[config.mk]
export PLATFORM = sky130hd
export DESIGN_NAME = z3_master_cycle
export DESIGN_NICKNAME = d
export VERILOG_FILES = /design/src/rtl/z3_master_cycle.sv
export SDC_FILE = /design/constraint.sdc
export NUM_CORES = 1
export LEC_CHECK = 0
export ABC_AREA = 0
export CORE_MARGIN = 2
export CORE_UTILIZATION = 57
export DETAILED_ROUTE_END_ITERATION = 16
export DONT_BUFFER_PORTS = 1
export GPL_TIMING_DRIVEN = 0
export PLACE_DENSITY = 0.82
export SLEW_MARGIN = 20
export SYNTH_ARGS = -nofsm -noshare
export SYNTH_HDL_FRONTEND = slang
export SYNTH_SLANG_ARGS = --single-unit
[constraint.sdc]
create_clock -name CLK_50M -period 2.4 [get_ports CLK_50M]
set_clock_uncertainty 0.1 [all_clocks]
set_input_delay 0 -clock CLK_50M [delete_from_list [all_inputs] [get_ports CLK_50M]]
set_output_delay 0 -clock CLK_50M [all_outputs]
set_load 0.005 [all_outputs]
[src/rtl/z3_master_cycle.sv]
// Zorro III bus initiator: runs one non-burst master cycle per request.
// Ports: CLK_50M/IORST_n, BMASTER grant, req_* request, status/rdata, bus pins.
module z3_master_cycle #(
  parameter int ADDR_SETUP     = 2,
  parameter int ADDR_HOLD      = 2,
  parameter int TIMEOUT_CYCLES = 1024
) (
  input  logic        CLK_50M,
  input  logic        IORST_n,
  input  logic        BMASTER,
  input  logic        req,
  input  logic        req_read,
  input  logic [31:0] req_addr,
  input  logic [1:0]  req_size,
  input  logic [31:0] req_wdata,
  output logic        busy,
  output logic        done,
  output logic        err_berr,
  output logic        err_timeout,
  output logic [31:0] rdata,
  output logic [31:0] A_out,
  output logic        A_oe,
  output logic [31:0] D_out,
  output logic        D_oe,
  input  logic [31:0] D_in,
  output logic        READ_out,
  output logic        FCS_n_out,
  output logic [3:0]  DS_n_out,
  output logic        DOE,
  input  logic        DTACK_n,
  input  logic        BERR_n
);

  localparam int PMAX =
    (ADDR_SETUP > ADDR_HOLD) ? ADDR_SETUP : ADDR_HOLD;
  localparam int CMAX =
    (TIMEOUT_CYCLES > PMAX) ? TIMEOUT_CYCLES : PMAX;
  localparam int CW = $clog2(CMAX + 1);

  localparam logic [CW-1:0] SETUP_LAST =
    CW'(ADDR_SETUP - 1);
  localparam logic [CW-1:0] HOLD_LAST =
    CW'(ADDR_HOLD - 1);
  localparam logic [CW-1:0] TMO_LAST =
    CW'(TIMEOUT_CYCLES - 1);

  typedef enum logic [2:0] {
    S_IDLE,
    S_ASETUP,
    S_STROBE,
    S_DATA,
    S_WAIT,
    S_TERM,
    S_RECOVER
  } state_t;

  state_t        state_q, state_d;
  logic [CW-1:0] cnt_q, cnt_d;

  logic        dtack_s1_q, dtack_s2_q;
  logic        berr_s1_q, berr_s2_q;

  logic [31:0] addr_q;
  logic [31:0] wdata_q;
  logic [1:0]  size_q;
  logic        read_q;
  logic        err_berr_q;
  logic        err_tmo_q;
  logic [31:0] rdata_q;

  logic        accept;
  logic [3:0]  lane_mask;
  logic [2:0]  n_bytes;
  logic [2:0]  lo;
  logic [2:0]  hi;

  always_ff @(posedge CLK_50M or negedge IORST_n) begin
    if (!IORST_n) begin
      dtack_s1_q <= 1'b1;
      dtack_s2_q <= 1'b1;
      berr_s1_q  <= 1'b1;
      berr_s2_q  <= 1'b1;
    end else begin
      dtack_s1_q <= DTACK_n;
      dtack_s2_q <= dtack_s1_q;
      berr_s1_q  <= BERR_n;
      berr_s2_q  <= berr_s1_q;
    end
  end

  assign accept = (state_q == S_IDLE) && req && BMASTER;

  always_comb begin
    state_d = state_q;
    cnt_d   = cnt_q;
    unique case (state_q)
      S_IDLE: begin
        if (accept) begin
          state_d = S_ASETUP;
          cnt_d   = '0;
        end
      end
      S_ASETUP: begin
        if (cnt_q == SETUP_LAST) begin
          state_d = S_STROBE;
          cnt_d   = '0;
        end else begin
          cnt_d = cnt_q + 1'b1;
        end
      end
      S_STROBE: begin
        if (cnt_q == HOLD_LAST) begin
          state_d = S_DATA;
          cnt_d   = '0;
        end else begin
          cnt_d = cnt_q + 1'b1;
        end
      end
      S_DATA: begin
        state_d = S_WAIT;
        cnt_d   = '0;
      end
      S_WAIT: begin
        cnt_d = cnt_q + 1'b1;
        if (!berr_s2_q || !dtack_s2_q ||
            cnt_q == TMO_LAST) begin
          state_d = S_TERM;
        end
      end
      S_TERM: begin
        state_d = S_RECOVER;
      end
      S_RECOVER: begin
        if (dtack_s2_q && berr_s2_q) begin
          state_d = S_IDLE;
        end
      end
      default: begin
        state_d = S_IDLE;
      end
    endcase
  end

  always_ff @(posedge CLK_50M or negedge IORST_n) begin
    if (!IORST_n) begin
      state_q <= S_IDLE;
      cnt_q   <= '0;
    end else begin
      state_q <= state_d;
      cnt_q   <= cnt_d;
    end
  end

  // BERR outranks DTACK, and a BERR'd read leaves rdata alone.
  always_ff @(posedge CLK_50M or negedge IORST_n) begin
    if (!IORST_n) begin
      addr_q     <= '0;
      wdata_q    <= '0;
      size_q     <= '0;
      read_q     <= 1'b1;
      err_berr_q <= 1'b0;
      err_tmo_q  <= 1'b0;
      rdata_q    <= '0;
    end else begin
      if (accept) begin
        addr_q     <= req_addr;
        wdata_q    <= req_wdata;
        size_q     <= req_size;
        read_q     <= req_read;
        err_berr_q <= 1'b0;
        err_tmo_q  <= 1'b0;
      end
      if (state_q == S_WAIT) begin
        if (!berr_s2_q) begin
          err_berr_q <= 1'b1;
        end else if (!dtack_s2_q) begin
          if (read_q) begin
            rdata_q <= D_in;
          end
        end else if (cnt_q == TMO_LAST) begin
          err_tmo_q <= 1'b1;
        end
      end
    end
  end

  // Lanes A[1:0]..A[1:0]+n-1, clipped at lane 3.
  always_comb begin
    n_bytes = (size_q == 2'd0) ? 3'd4 : {1'b0, size_q};
    lo      = {1'b0, addr_q[1:0]};
    hi      = lo + n_bytes - 3'd1;
    lane_mask = 4'hF;
    for (int o = 0; o < 4; o++) begin
      if (3'(o) >= lo && 3'(o) <= hi) begin
        lane_mask[2'(3 - o)] = 1'b0;
      end
    end
  end

  logic addr_ph;
  logic data_ph;
  logic cyc_ph;

  assign addr_ph = (state_q == S_ASETUP) ||
                   (state_q == S_STROBE);
  assign data_ph = (state_q == S_DATA) ||
                   (state_q == S_WAIT);
  assign cyc_ph  = addr_ph || data_ph;

  assign busy        = (state_q != S_IDLE);
  assign done        = (state_q == S_TERM);
  assign err_berr    = err_berr_q;
  assign err_timeout = err_tmo_q;
  assign rdata       = rdata_q;

  assign A_out     = addr_q;
  assign A_oe      = addr_ph;
  assign D_out     = wdata_q;
  assign D_oe      = data_ph && !read_q;
  assign READ_out  = cyc_ph ? read_q : 1'b1;
  assign FCS_n_out = !((state_q == S_STROBE) || data_ph);
  assign DS_n_out  = data_ph ? lane_mask : 4'hF;
  assign DOE       = data_ph;

endmodule

==> flow_summary.toml, run 1 <==
[logic_synthesis]
ys_seq_area_share_pct = 59.30
yosys-top-cells-count = "114 x dfrtp_1, 89 x mux2_2, 16 x nand2_1"
synth_top_flop_cell = "dfrtp_1"
synth_top_family_by_area = "multiplexers"
yosys_warnings = 0
synthMuxAreaShare_pct = 21.85
synthCells = 353
netlist.area_leader.share_pct = 56.69
synth-xor-area-share_pct = 1.044
synth_seq_cells = 119
async_reset_ff_share_pct = 100.0
synthTopCellsByArea = "dfrtp_1 57%, mux2_2 20%, buf_6 2.9%"
yosys.area_share.simple_pct = 7.807
yosysTopAreaCell = "dfrtp_1"
synth_area_per_cell_um2 = 14.26
synth-compound-area-share_pct = 4.600
synth_edf_count = 0
synthesis.area_um2 = 5032
synthAdderAreaFrac_pct = 1.243
synth_most_common_cell = "dfrtp_1"
synth_cell_types = 44

[outcome]
error = "[ERROR RSZ-0060] Max buffer count reached."
status = "did not finish"
lastStage = "4_1_cts"

[cts]
cts.htree.levels = 4
clockBufferDepth = 2
cts_resized = 0
post_cts_buffers = 0
cts_hold_buf = 101
cts_root_buffer = "clkbuf_8"
cts_num_sinks = 119
cts_made_buffers = 17

[floorplanning]
io_pins = 214
start_util_pct = 58.27
row_count = 34
die_h_um = 97.96
die-width_um = 97.96

[place]
gp_congestion = 0.8140
place_hpwl_um = 7448
port_buffers = 0
[kinds of logic after synthesis]
| logic type | Yosys count |
|---|---|
| xor gates and xnor gates | 6 |
| buffers and inverters | 26 |
| other | 1 |
| muxes | 98 |
| DFF | 119 |
| AOI/OAI and AO/OA | 33 |
| and+or+nand+nor | 65 |
| adders and majority gates | 5 |
[metrics by stage]
step	setup WS, ps	instance area, um2	std cells
2_1_floorplan	628.1	5036	354
3_3_place_gp	471.7	5171	462
3_5_place_dp	443.8	5171	462
==> inputs of run 2 (changes only) <==
--- a/config.mk
+++ b/config.mk
@@ -7,11 +7,11 @@
 export LEC_CHECK = 0
 export ABC_AREA = 0
 export CORE_MARGIN = 2
-export CORE_UTILIZATION = 57
+export CORE_UTILIZATION = 40
 export DETAILED_ROUTE_END_ITERATION = 16
 export DONT_BUFFER_PORTS = 1
 export GPL_TIMING_DRIVEN = 0
-export PLACE_DENSITY = 0.82
+export PLACE_DENSITY_LB_ADDON = 0.15
 export SLEW_MARGIN = 20
 export SYNTH_ARGS = -nofsm -noshare
 export SYNTH_HDL_FRONTEND = slang
==> run 2 against run 1 <==
Synthesized area did not move. Synthesized cell count did not move. The flow now finishes, with violations (hold timing).
==> flow_summary.toml, run 2 <==
[floorplanning]
start_util_pct = 41.38
die-width_um = 116.2
row_count = 40
core_area_um2 = 12160
io_pins = 214
die-area_um2 = 13490
die_h_um = 116.2

[finish]
mostFrequentLayoutCell = "dfrtp_1"
layout_common_cells = "114 x dfrtp_1, 104 x dlygate4sd3_1, 89 x mux2_2"
drive_above_1_share_pct = 29.59
fin_nets = 587
fill_cells = 973
layout.cells.non_filler = 658
area_growth_pct = 36.72
antenna_cells = 0

[sta]
period_share_pct = 82.01
drv_slew = 0
whs_ps = -810.3
rsz0062_at_grt = "no"
max_freq_mhz = 508.0
hold_viol_final = 119
setup-tns-final_ps = 0
period_minus_slack_ps = 1968
setup_viol = 0

[cts]
cts_made_buffers = 17
clk_latency_ps = 410
cts_root_buffer = "clkbuf_16"
cts.htree.levels = 4
post_cts_buffers = 0
tritoncts = "built"
clk_pin_slew_ps = 50
cts_hold_buf = 104
cts_resized = 0
cts_num_sinks = 119
clockBufferDepth = 2

[global_routing]
grt_max_degree = 120
antenna_found_initial = 0
grt_usage_pct = 18.17
grt_remaining_overflow = 0
grt_pass1_vias = 3478
grt_pass1_wl_um = 18290

[logic_synthesis]
synth_top_flop_cell = "dfrtp_1"
yosysTopAreaCell = "dfrtp_1"
ys_seq_area_share_pct = 59.30
synthMuxAreaShare_pct = 21.85
synth-xor-area-share_pct = 1.044
netlist.area_leader.share_pct = 56.69
synth-compound-area-share_pct = 4.600
synth_most_common_cell = "dfrtp_1"
yosys-top-cells-count = "114 x dfrtp_1, 89 x mux2_2, 16 x nand2_1"
async_reset_ff_share_pct = 100.0
synth_top_family_by_area = "multiplexers"
synthTopCellsByArea = "dfrtp_1 57%, mux2_2 20%, buf_6 2.9%"
yosys_warnings = 0
yosys.area_share.simple_pct = 7.807
synthAdderAreaFrac_pct = 1.243
synth_area_per_cell_um2 = 14.26
synthesis.area_um2 = 5032
synth_cell_types = 44
synth_edf_count = 0
synthCells = 353
synth_seq_cells = 119

[setup_path]
critPathKind = "reg -> reg"
crit_arrival_ps = 2160
cp.required_ps = 2590
end_kind = "flop"
crit_path_start_kind = "flop"
crit_fanout = 10

[power]
power_density_nw_per_um2 = 1216
p_int_mw = 5.824
seqPwrFrac_pct = 44.6
p_switching_mw = 2.544
leakagePower_nw = 2.955
combPwrFrac_pct = 25.0
ir_drop_v = 0.0006625
clkPwrFrac_pct = 30.4
p_sw_share_pct = 30.40

[min_path]
hold_path.class = "in -> async"

[drt]
vias_per_cell = 4.938
first_pass_iters = 4
drc_errors = 0
route.vias.total = 3249
drt_iter0_drc = 127
routed_wl_um = 11720
wl_per_cell_um = 17.81
ant_nets = 0

[place]
dp.cells = 522
gp_congestion = 0.7336
place_hpwl_um = 7633
port_buffers = 0

[outcome]
violations = "hold timing"
status = "finished with violations"

[flow_run]
maxCapViolCount = 0
==> run 2: final timing paths <==
kind                       cells after the start                    from                     to  slack (ps)
max                                            5  state_q[1]$_DFFE_PN0P_  A_out[19]$_DFFE_PN0P_         430
min                                            0                 IORST_n  cnt_q[10]$_DFFE_PN0P_        -810
max reg2reg                                    5  state_q[1]$_DFFE_PN0P_  A_out[19]$_DFFE_PN0P_         430
min reg2reg                                    0     berr_s1_q$_DFF_PN1_    berr_s2_q$_DFF_PN1_         250
max in group asynchronous                      0                 IORST_n   dtack_s2_q$_DFF_PN1_        2710
min in group CLK_50M                           1                  BERR_n    berr_s1_q$_DFF_PN1_          60
==> run 2: logic make-up (layout without fill, tap and decap cells) <==
| group | count (synthesis) | count (layout) |
|---|---|---|
| fa+ha+maj | 5 | 5 |
| compound gates | 33 | 33 |
| flops | 119 | 119 |
| xor+xnor | 6 | 6 |
| simple gates | 65 | 65 |
| mux | 98 | 98 |
| other cells | 1 | 2 |
| buf+inv | 26 | 162 |
==> run 2: worst max-delay path: stages (launching register included) <==
cell and delay, ps:
dfrtp_1 380, or3_1 370, buf_2 190, nor2_8 260, buf_6 200, mux2_2 340
==> run 2: per-stage QoR <==
step / power (mW) / util, % / area (um2) / setup slack, ps / hold slack (ps)
4_1_cts: 8.437 / 56.57 / 6880 / 393.1 / -831.5
3_5_place_dp: 5.710 / 43.14 / 5246 / 390.7 / -391.4
5_1_grt: 8.904 / 56.57 / 6880 / 258.9 / -832.7
6_report: 8.368 / 56.57 / 6880 / 431.7 / -810.3
3_3_place_gp: 5.639 / 43.14 / 5246 / 427.8 / -391.6
2_1_floorplan: 5.140 / - / 5036 / 628.1 / -395.6
==> run 2: cell type report <==
| cell class | count | area, um2 | area share (%) |
|---|---|---|---|
| repair buffers | 104 | 1041 | 15.13 |
| flip-flops and latches | 119 | 2984 | 43.37 |
| plain buffers | 18 | 175.2 | 2.546 |
| multi-input cells | 209 | 1847 | 26.84 |
| clock buffers | 24 | 471.7 | 6.856 |
| clock inverters | 8 | 121.4 | 1.764 |
| well taps | 168 | 210.2 | 3.055 |
| inverters | 8 | 30.03 | 0.4364 |
==> run 2: metal layers <==
metal,routed length (um),share of wire [%],vias up,global-route usage [%]
met2,6070,52,138,30.21
met3,931,7.9,18,7.421
met5,0,0,-,0
met4,254,2.2,0,8.810
met1,4461,38,1596,20.39
li1,-,-,1497,-
==> run 2: power groups by stage <==
| stage | sequential, mW | clock, mW | combinational, mW |
|---|---|---|---|
| after global routing | 3.86 | 2.71 | 2.33 |
| after detailed placement | 3.75 | 0 | 1.96 |
| final | 3.73 | 2.55 | 2.09 |
| after floorplan | 3.47 | 0 | 1.67 |
| after CTS | 3.75 | 2.59 | 2.10 |
| after global placement | 3.76 | 0 | 1.88 |
Note: power is estimated with default switching activity, not from simulation.
==> inputs of run 3 (changes only) <==
==> constraint.sdc (replaced) <==
create_clock -name CLK_50M -period 1.6 [get_ports CLK_50M]
set_clock_uncertainty 0.1 [all_clocks]
set_input_delay 0 -clock CLK_50M [delete_from_list [all_inputs] [get_ports CLK_50M]]
set_output_delay 0 -clock CLK_50M [all_outputs]
set_load 0.005 [all_outputs]
==> run 3 against run 2 <==
Combinational power rose to 2.6 times the previous value. The run ends with hold timing, setup timing left. Setup slack got worse by 730 ps. Flip-flop and latch count stayed put. Clock power rose by 55%. Critical endpoint is now D_out[22]$_DFFE_PN0P_. First-iteration DRC count increased by 11%. Wire length rose by 18%. Count of clock-buffer cells in the layout is the same. Total power rose by 79%.
==> flow_summary.toml, run 3 (same netlist as run 2, synthesis figures left out) <==
[global_routing]
grt_pass1_vias = 3809
grt_usage_pct = 20.03
antenna_found_initial = 0
grt_pass1_wl_um = 20180
grt_remaining_overflow = 0
grt_max_degree = 120

[setup_path]
rr_worst_depth = 6
crit_fanout = 10
cp.required_ps = 1780
crit_path_start_kind = "flop"
r2r_end = "D_out[22]$_DFFE_PN0P_"
critPathKind = "reg -> reg"
crit_arrival_ps = 2090
reg2reg_from = "state_q[1]$_DFFE_PN0P_"
end_kind = "flop"
reg2reg_slack_ps = -300

[sta]
setup_viol = 115
whs_ps = -808.6
period_minus_slack_ps = 1903
rsz0062_at_grt = "yes"
setup-tns-final_ps = -26020
layout_setup_ws_ps = -302.8
max_freq_mhz = 525.5
period_share_pct = 118.9
hold_viol_final = 119
drv_slew = 0

[finish]
fin_nets = 623
area_growth_pct = 58.28
antenna_cells = 0
drive_above_1_share_pct = 43.62
mostFrequentLayoutCell = "dfrtp_1"
layout_common_cells = "111 x dfrtp_1, 103 x dlygate4sd3_1, 63 x mux2_4"
layout.cells.non_filler = 693
final_area_um2 = 7965

[drt]
vias_per_cell = 5.101
routed_wl_um = 13790
drc_errors = 0
drt_iter0_drc = 141
route.vias.total = 3535
ant_nets = 0
wl_per_cell_um = 19.90
first_pass_iters = 4

[place]
gp_congestion = 0.7326
place_hpwl_um = 7709
place_ws_ps = -345.9
port_buffers = 0
placed_area_um2 = 5286
dp.cells = 522

[outcome]
status = "finished with violations"
violations = "hold timing, setup timing"

[floorplanning]
die_h_um = 116.2
core_area_um2 = 12160
die-area_um2 = 13490
die-width_um = 116.2
start_util_pct = 41.38
io_pins = 214
row_count = 40

[power]
power_density_nw_per_um2 = 1885
leakagePower_nw = 3.509
finalPower_mw = 15.01
ir_drop_v = 0.0009754

[flow_run]
maxCapViolCount = 0

[cts]
tritoncts = "built"
cts_num_sinks = 119
cts.htree.levels = 4
cts_made_buffers = 17
cts_root_buffer = "clkbuf_16"
clk_pin_slew_ps = 50
cts_hold_buf = 103
clk_latency_ps = 400
clockBufferDepth = 2

[min_path]
hold_path.class = "in -> async"
-- run 3: per-stage QoR --
stage	hold WS (ps)	utilization, %
floorplan	-395.6	-
global placement	-390.3	43.47
detailed placement	-391.4	43.47
CTS	-825.4	62.57
global route	-841.5	65.49
finish	-808.6	65.49
-- run 3: worst max path at each step --
stage	start	to	slack, ps	depth (start not counted)
global placement	state_q[2]$_DFFE_PN0P_	D_out[13]$_DFFE_PN0P_	-310	5
detailed placement	cnt_q[0]$_DFFE_PN0P_	cnt_q[8]$_DFFE_PN0P_	-350	5
CTS	state_q[1]$_DFFE_PN0P_	D_out[4]$_DFFE_PN0P_	-320	6
floorplan	state_q[2]$_DFFE_PN0P_	D_out[10]$_DFFE_PN0P_	-130	5
finish	state_q[1]$_DFFE_PN0P_	D_out[22]$_DFFE_PN0P_	-300	6
global route	A_out[1]$_DFFE_PN0P_	DS_n_out[1]	-390	7
-- run 3: critical path: stages (launching register included) --
cell and delay, ps:
dfrtp_1 370, or3_1 380, buf_6 150, nor2_8 140, buf_12 170, buf_12 150
mux2_4 300
-- run 3: power by group --
group / leakage (nW) / switching, mW / internal (mW)
clock: 0.302 / 1.30 / 2.64
combinational: 1.79 / 2.03 / 3.37
sequential: 1.42 / 1.25 / 4.41
-- run 3: per-layer routing --
layer	wire length, um	GRT usage, %	share of wire [%]	up-vias
li1	-	-	-	1579
met3	1042	7.940	7.6	22
met2	7246	33.80	53	161
met5	0	0	0	-
met1	5257	23.25	38	1773
met4	247	7.222	1.8	0
-- run 3: timing repair --
action                                 4_1_cts  5_1_grt
endpoints found under the hold margin      222      119
cloned                                       5        4
buffers inserted                            23       15
resized for setup                           84       65
pin swaps                                   20       21
setup endpoints to repair                  117      120
-- run 3: cell type report --
| type | instances | area (um2) |
|---|---|---|
| Sequential cell | 119 | 2988 |
| Clock inverter | 7 | 116.4 |
| Multi-Input combinational cell | 209 | 2346 |
| Buffer | 15 | 211.5 |
| Inverter | 8 | 30.03 |
| Timing Repair Buffer | 143 | 1562 |
| Tap cell | 168 | 210.2 |
| Fill cell | 876 | 4197 |
| Clock buffer | 24 | 501.7 |
